## src/rtl/arc4_seq_ctrl.sv

```systemverilog
// arc4_seq_ctrl: ARC4 top-level sequencer, runs init -> ksa -> prga and grants s_mem to the active engine
//  Optional watchdog: define ARC4_CTRL_WDOG_EN (per-stage limit WDOG_CYCLES, sticky err)
//  Ports:
//   clk, rst_n                  clock, asynchronous active-low reset
//   en / rdy                    start request (taken only while rdy=1) / idle flag
//   stage                       0 idle, 1 init, 2 ksa, 3 prga
//   err                         sticky watchdog error (0 without ARC4_CTRL_WDOG_EN)
//   {init,ksa,prga}_en          one-cycle engine start pulses
//   {init,ksa,prga}_rdy         engine ready flags
//   {init,ksa,prga}_addr/wrdata/wren   engine S-mem requests
//   {init,ksa,prga}_rddata      s_rddata fanned out unchanged
//   s_addr, s_wrdata, s_wren    granted request to s_mem
//   s_rddata                    read data from s_mem
module arc4_seq_ctrl #(
  parameter int ADDR_W      = 8,
  parameter int DATA_W      = 8,
  parameter int WDOG_CYCLES = 4096
) (
  input  logic              clk,
  input  logic              rst_n,
  input  logic              en,
  output logic              rdy,
  output logic [1:0]        stage,
  output logic              err,
  output logic              init_en,
  output logic              ksa_en,
  output logic              prga_en,
  input  logic              init_rdy,
  input  logic              ksa_rdy,
  input  logic              prga_rdy,
  input  logic [ADDR_W-1:0] init_addr,
  input  logic [ADDR_W-1:0] ksa_addr,
  input  logic [ADDR_W-1:0] prga_addr,
  input  logic [DATA_W-1:0] init_wrdata,
  input  logic [DATA_W-1:0] ksa_wrdata,
  input  logic [DATA_W-1:0] prga_wrdata,
  input  logic              init_wren,
  input  logic              ksa_wren,
  input  logic              prga_wren,
  output logic [DATA_W-1:0] init_rddata,
  output logic [DATA_W-1:0] ksa_rddata,
  output logic [DATA_W-1:0] prga_rddata,
  output logic [ADDR_W-1:0] s_addr,
  output logic [DATA_W-1:0] s_wrdata,
  output logic              s_wren,
  input  logic [DATA_W-1:0] s_rddata
);
  // Encoding order matters: every GO is followed by its WAIT and every WAIT by the next stage's GO.
  typedef enum logic [2:0] {IDLE, I_GO, I_WAIT, K_GO, K_WAIT, P_GO, P_WAIT, DONE} state_t;
  state_t state, nxt;
  logic busy_seen, eng_rdy, go, wait_s, go_entry, timeout;
  logic [1:0] sel;
  always_comb begin
    sel = (state inside {I_GO, I_WAIT}) ? 2'd1 :
          (state inside {K_GO, K_WAIT}) ? 2'd2 :
          (state inside {P_GO, P_WAIT}) ? 2'd3 : 2'd0;
  end
  assign stage   = (state == DONE) ? 2'd3 : sel;
  assign rdy     = state == IDLE;
  assign go      = state inside {I_GO, K_GO, P_GO};
  assign wait_s  = state inside {I_WAIT, K_WAIT, P_WAIT};
  assign eng_rdy = (sel == 2'd1) ? init_rdy : (sel == 2'd2) ? ksa_rdy : prga_rdy;
  assign init_en = (state == I_GO) && init_rdy;
  assign ksa_en  = (state == K_GO) && ksa_rdy;
  assign prga_en = (state == P_GO) && prga_rdy;
  always_comb begin
    nxt = state;
    case (state)
      IDLE:                   nxt = en ? I_GO : IDLE;
      I_GO, K_GO, P_GO:       nxt = eng_rdy ? state_t'(state + 3'd1) : state;
      I_WAIT, K_WAIT, P_WAIT: nxt = (busy_seen && eng_rdy) ? state_t'(state + 3'd1) : state;
      default:                nxt = IDLE;
    endcase
    if (timeout) nxt = IDLE;
  end
  assign go_entry = (nxt != state) && (nxt inside {I_GO, K_GO, P_GO});
  // An engine must be seen busy before its ready counts as completion.
  always_ff @(posedge clk or negedge rst_n) begin
    if (!rst_n) begin
      state     <= IDLE;
      busy_seen <= 1'b0;
    end else begin
      state     <= nxt;
      busy_seen <= go_entry ? 1'b0 : (wait_s && !eng_rdy) ? 1'b1 : busy_seen;
    end
  end
`ifdef ARC4_CTRL_WDOG_EN
  localparam int CW = $clog2(WDOG_CYCLES) + 1;
  logic [CW-1:0] cnt;
  logic err_q;
  assign timeout = (go || wait_s) && (cnt == CW'(WDOG_CYCLES - 1));
  always_ff @(posedge clk or negedge rst_n) begin
    if (!rst_n) begin
      cnt   <= '0;
      err_q <= 1'b0;
    end else begin
      cnt   <= go_entry ? '0 : (go || wait_s) ? cnt + CW'(1) : cnt;
      err_q <= (rdy && en) ? 1'b0 : timeout ? 1'b1 : err_q;
    end
  end
  assign err = err_q;
`else
  assign timeout = 1'b0;
  assign err     = 1'b0 & (WDOG_CYCLES == 0);
`endif
  assign s_addr   = (sel == 2'd1) ? init_addr : (sel == 2'd2) ? ksa_addr : (sel == 2'd3) ? prga_addr : '0;
  assign s_wrdata = (sel == 2'd1) ? init_wrdata : (sel == 2'd2) ? ksa_wrdata : (sel == 2'd3) ? prga_wrdata : '0;
  assign s_wren   = (sel == 2'd1) ? init_wren : (sel == 2'd2) ? ksa_wren : (sel == 2'd3) ? prga_wren : 1'b0;
  assign init_rddata = s_rddata;
  assign ksa_rddata  = s_rddata;
  assign prga_rddata = s_rddata;
endmodule
```

## config.mk

```make
export PLATFORM = sky130hd
export DESIGN_NAME = arc4_seq_ctrl
export DESIGN_NICKNAME = d
export VERILOG_FILES = /design/src/rtl/arc4_seq_ctrl.sv
export SDC_FILE = /design/constraint.sdc
export NUM_CORES = 1
export LEC_CHECK = 0
export CAP_MARGIN = 20
export CORE_MARGIN = 8
export CORE_UTILIZATION = 29
export DETAILED_ROUTE_END_ITERATION = 10
export PLACE_DENSITY_LB_ADDON = 0.05
export SYNTH_ARGS = -nofsm -noshare
export SYNTH_HDL_FRONTEND = slang
export SYNTH_SLANG_ARGS = --single-unit
```

## constraint.sdc

```tcl
create_clock -name clk -period 3.3 [get_ports clk]
set_input_delay 0.66 -clock clk [delete_from_list [all_inputs] [get_ports clk]]
set_output_delay 0.66 -clock clk [all_outputs]
set_load 0.02 [all_outputs]
```

# Yosys cells after proc, flatten, opt, wreduce, memory -nomap -nowiden
# Cells that the tools add are included.
[op_classes]
reduce_logical = 16
addsub = 1
n_eq_ne = 14
muxes = 21
[op_table]
columns = ["cell", "n"]
rows = [
  ["2-to-1 mux 8 bit", 6],
  ["equality test 3 bit, second input constant", 5],
  ["equality test 3 x 2 -> 1 bit, second input constant", 3],
  ["one-hot mux 3 bit (3 select lines)", 1],
  ["2-to-1 mux 1 bit", 8],
  ["2-to-1 mux 2 bit", 4],
  ["nonzero test 2 bit", 4],
  ["equality test 3 x 1 -> 1 bit, second input constant", 2],
  ["logical AND 1 bit", 6],
  ["2-to-1 mux 3 bit", 2],
  ["nonzero test 3 bit", 2],
  ["OR reduction 3 bit", 2],
  ["equality test 2 bit, second input constant", 2],
  ["adder 3 x 1 -> 3 bit, second input constant", 1],
  ["logical NOT 3 bit", 1],
  ["inequality test 3 bit", 1],
  ["equality test 2 x 1 -> 1 bit, second input constant", 1],
  ["logical NOT 1 bit", 1],
]
[totals]
out_inout_bits = 48
elab_cells = 54
input_bits = 65
reg_bits = 4

# Logic depth before layout (Yosys ltp)
[depth]
depth_word = 15
ltp_mapped = 9
ltp_nobuf = 8

# Worst setup path after synthesis
# OpenSTA, ideal clock, no wires.
[synth_timing]
kind = "reg-to-output"
start = "register state[0]"
end = "output s_addr[0]"
slack_ns = 0.541
required_time_ns = 2.640
stages_incl_launch_ff = 8
arrival_time_ns = 2.099
cell_sequence = "dfrtp_1 inv_1 ha_1 or4b_4 nand2_1 clkbuf_1 a222oi_1 inv_1"
[synth_between]
elab_chain_cells = 9
[synth_rtl]
columns = ["item", "line", "source"]
rows = [
  ["start: declaration", "50", "state_t state, nxt;"],
  ["start signal: assignment", "83", "state <= nxt;"],
  ["equality test 3 bit", "56", "(state inside {P_GO, P_WAIT}) ? 2'd3 : 2'd0;"],
  ["nonzero test 2 bit", "56", ""],
  ["2-to-1 mux 2 bit", "56", ""],
  ["2-to-1 mux 2 bit", "55", "(state inside {K_GO, K_WAIT}) ? 2'd2 :"],
  ["2-to-1 mux 2 bit *", "54", "sel = (state inside {I_GO, I_WAIT}) ? 2'd1 :"],
  ["equality test 2 bit", "106", "assign s_addr = (sel == 2'd1) ? init_addr : (sel == 2'd2) ? ksa_addr : (sel == 2'd3) ? prga_addr : '0;"],
  ["2-to-1 mux 8 bit (2 in series)", "106", ""],
  ["2-to-1 mux 8 bit *", "106", ""],
  ["end: declaration", "43", "output logic [ADDR_W-1:0] s_addr,"],
]
# Mark *: on every way between the ends. The rest lies on a longest branch, timed or not.

# Worst setup path in the final report
[layout_timing]
start = "register state[0]"
end = "output s_wrdata[5]"
[layout_between]
elab_chain_cells = 9
[layout_rtl]
columns = ["item", "line", "source"]
rows = [
  ["equality test 3 bit", "56", ""],
  ["nonzero test 2 bit", "56", ""],
  ["2-to-1 mux 2 bit", "56", ""],
  ["2-to-1 mux 2 bit", "55", ""],
  ["2-to-1 mux 2 bit *", "54", ""],
  ["equality test 2 bit", "107", "assign s_wrdata = (sel == 2'd1) ? init_wrdata : (sel == 2'd2) ? ksa_wrdata : (sel == 2'd3) ? prga_wrdata : '0;"],
  ["2-to-1 mux 8 bit (2 in series)", "107", ""],
  ["2-to-1 mux 8 bit *", "107", ""],
  ["end: declaration", "44", "output logic [DATA_W-1:0] s_wrdata,"],
]
# Marked as above.

==> summary.txt <==
Timing
  – Fmax: 320 MHz
  – Fin. max-slew vios: 0
  – WHS: 0.631 ns
  – Worst rel slew slack: 53.1%
  – Hold Vio Cnt, Final: 0
  – Minimum clock period after layout: 3.12 ns
  – Period utilization: 94.6%
  – Total Neg Setup Slack: 0 ns
  – Final setup fails: 0
  – RSZ-0062 raised after global routing: false
  – Slew @ Worst Pin: 0.703 ns
  – Clk_skew: 0.000137 ns

Clock network
  – Clock sink count: 4
  – Skew-Pair Late Insertion Delay: 0.22 ns
  – CTS Buf Count: 3
  – Clock buffer depth: 2
  – CTS tree: yes
  – H-tree level count: 1
  – Root Buffer: clkbuf_4
  – CTS clk-pin slew, worst paths: 0.03 ns

Logic synthesis
  – Syn Inst Count: 142
  – Netlist Area Pre-Place: 1060 um2
  – Syn_area_per_cell: 7.44 um2
  – Synth Flop Type: dfrtp_1
  – Synth area leader: buf_4
  – Flops & latches, synth: 4
  – Top-area cell type share of the netlist area: 17.8%
  – Synth cell types: 38
  – EDFF count, synth: 0
  – Syn_nets: 213
  – Asr flop ratio synth: 100%
  – Synth top cells by count: 25 x buf_4, 25 x inv_1, 17 x a222oi_1, 12 x nand2_1, 6 x ha_1
  – Sequential fraction of the synthesis area: 9.48%
  – Top post-synthesis cells by area: buf_4 18%, a222oi_1 16%, dfrtp_1 9.5%, inv_1 8.9%, ha_1 7.1%
  – Yosys warns: 0

Detailed routing
  – Detail Route Antenna Nets: 0
  – DRT iter0 DRCs: 126
  – Via count: 1316
  – Routed length per instance: 16.6 um
  – Via-per-instance ratio: 5.14
  – DRC viols: 0
  – Post-Route WL: 4.24 mm
  – Drt first pass iters: 7

Global route
  – Largest net degree at the start of global routing: 19
  – GRT Util Overall: 14.1%
  – Global-route wire length before repair: 6.96 mm
  – Vias in the first global route: 1461
  – Antenna violations before repair: 0
  – Gr ovfl total: 0

Finish
  – Final core utilization: 51.0%
  – Area growth syn-to-layout: 72.7%
  – Nets: 281
  – Diodes inserted: 0
  – Post-route cell area: 1820 um2
  – Layout cell share with drive strength beyond 1: 13.9%

Critical path
  – Critical path peak fanout: 18
  – CP Capture Type: primary output
  – Worst EP required: 2.64 ns
  – Critical path arrival: 2.46 ns
  – CP Class: flip-flop to primary output
  – Worst Setup Start Kind: flip-flop

Run
  – Max-cap violations: 0

Run status
  – Status: complete, no violations

Power
  – Pleak: 0.929 nW
  – PD cells: 781 nW/um2
  – Total power: 1.42 mW
  – IR drop worst, VDD: 0.358 mV

Die
  – Initial Utilization: 29.5%
  – Die Span Y: 76.3 um
  – Die area: 5830 um2
  – Row Count: 22
  – Core Region: 3580 um2
  – IO Pins: 113
  – Die Span X: 76.3 um

Placed design
  – Dpl cell area: 1820 um2
  – GPL Wtd Cong: 0.904
  – Dpl hpwl: 3.62 mm
  – IO buf count: 79

Worst hold path
  – Hold Path Class: input pin to async pin
## report_power, final
group	leakage (nW)	switching (mW)	total, mW	internal, mW
Sequential	0.0529	0.0238	0.0897	0.0659
Combinational	0.862	0.692	1.28	0.586
Clock	0.0138	0.0163	0.0567	0.0404
## stage by stage
step                      setup slack [ns]  instances
final                                0.179        256
after global routing                0.0187        256
after CTS                            0.159        256
after detailed placement           -0.0158        253
after global placement             -0.0628        252
after floorplan                      0.541        142
## critical path, cell delays in order (launching register included)
cell and delay [ns]:
dfrtp_1 0.40, inv_1 0.08, ha_1 0.23, buf_4 0.16
or4b_4 0.55, nand2_1 0.13, buf_12 0.15, a222oi_1 0.09
inv_1 0.08, dlygate4sd2_1 0.36
## layout make-up
class | count | area [um2]
Inverter | 25 | 93.8
Tap cell | 48 | 60.1
Timing Repair Buffer | 93 | 890
Fill cell | 361 | 1750
Clock buffer | 3 | 22.5
Multi-Input combinational cell | 83 | 658
Sequential cell | 4 | 100
## worst paths after layout
path                                          from                    end  slack [ns]  depth (start not counted)
worst max-delay path            state[0]$_DFF_PN0_            s_wrdata[5]        0.18                          9
worst min-delay path                         rst_n  busy_seen$_DFFE_PN0P_        0.63                          1
worst max register to register  state[0]$_DFF_PN0_  busy_seen$_DFFE_PN0P_        0.73                          9
worst min register to register  state[0]$_DFF_PN0_     state[0]$_DFF_PN0_        0.69                          2
max in group asynchronous                    rst_n     state[2]$_DFF_PN0_        2.51                          1
min in group clk                state[0]$_DFF_PN0_     state[0]$_DFF_PN0_        0.69                          2
## registers in the layout (all words and copies together), names as in the netlist
signal and count:
busy_seen 1, state 3
## layout by cell type, fill, tap and decap left out, types with 2 or more instances in the layout
cell type	netlist	final
a21oi_1	5	5
a222oi_1	17	17
a31oi_1	2	2
and2_1	2	2
and3_1	2	2
buf_4	25	12
clkbuf_4	0	3
clkdlybuf4s50_1	0	61
dfrtp_1	4	4
dlygate4sd2_1	0	18
ha_1	6	6
inv_1	25	25
nand2_1	12	12
nand2b_1	3	3
nor2_1	3	2
nor2b_1	2	2
o21ai_0	5	5
o31ai_1	2	2
## per-layer routing
metal  wire, um  vias to the layer above  global-route usage [%]
met5          0                        -                       0
met4         30                        0                    4.81
met3        509                        4                    6.13
met2       2100                       88                    24.3
met1       1600                      595                    14.8
li1           -                      629                       -
## cell families after synthesis
logic type               share of synthesized area, %
AND/OR/NAND/NOR                                  18.2
AO/OA/AOI/OAI                                    35.4
buffers and inverters                            28.4
other                                           0.355
adder cells (fa/ha/maj)                          7.11
flip-flops                                       9.48
multiplexers                                    0.948
## repair_timing
item / CTS / global route
setup endpoints to repair: 19 / 0
buffers inserted: 0 / 0
gates resized for setup: 19 / 0
hold buffers: 0 / 0
(Power assumes the default switching activity.)
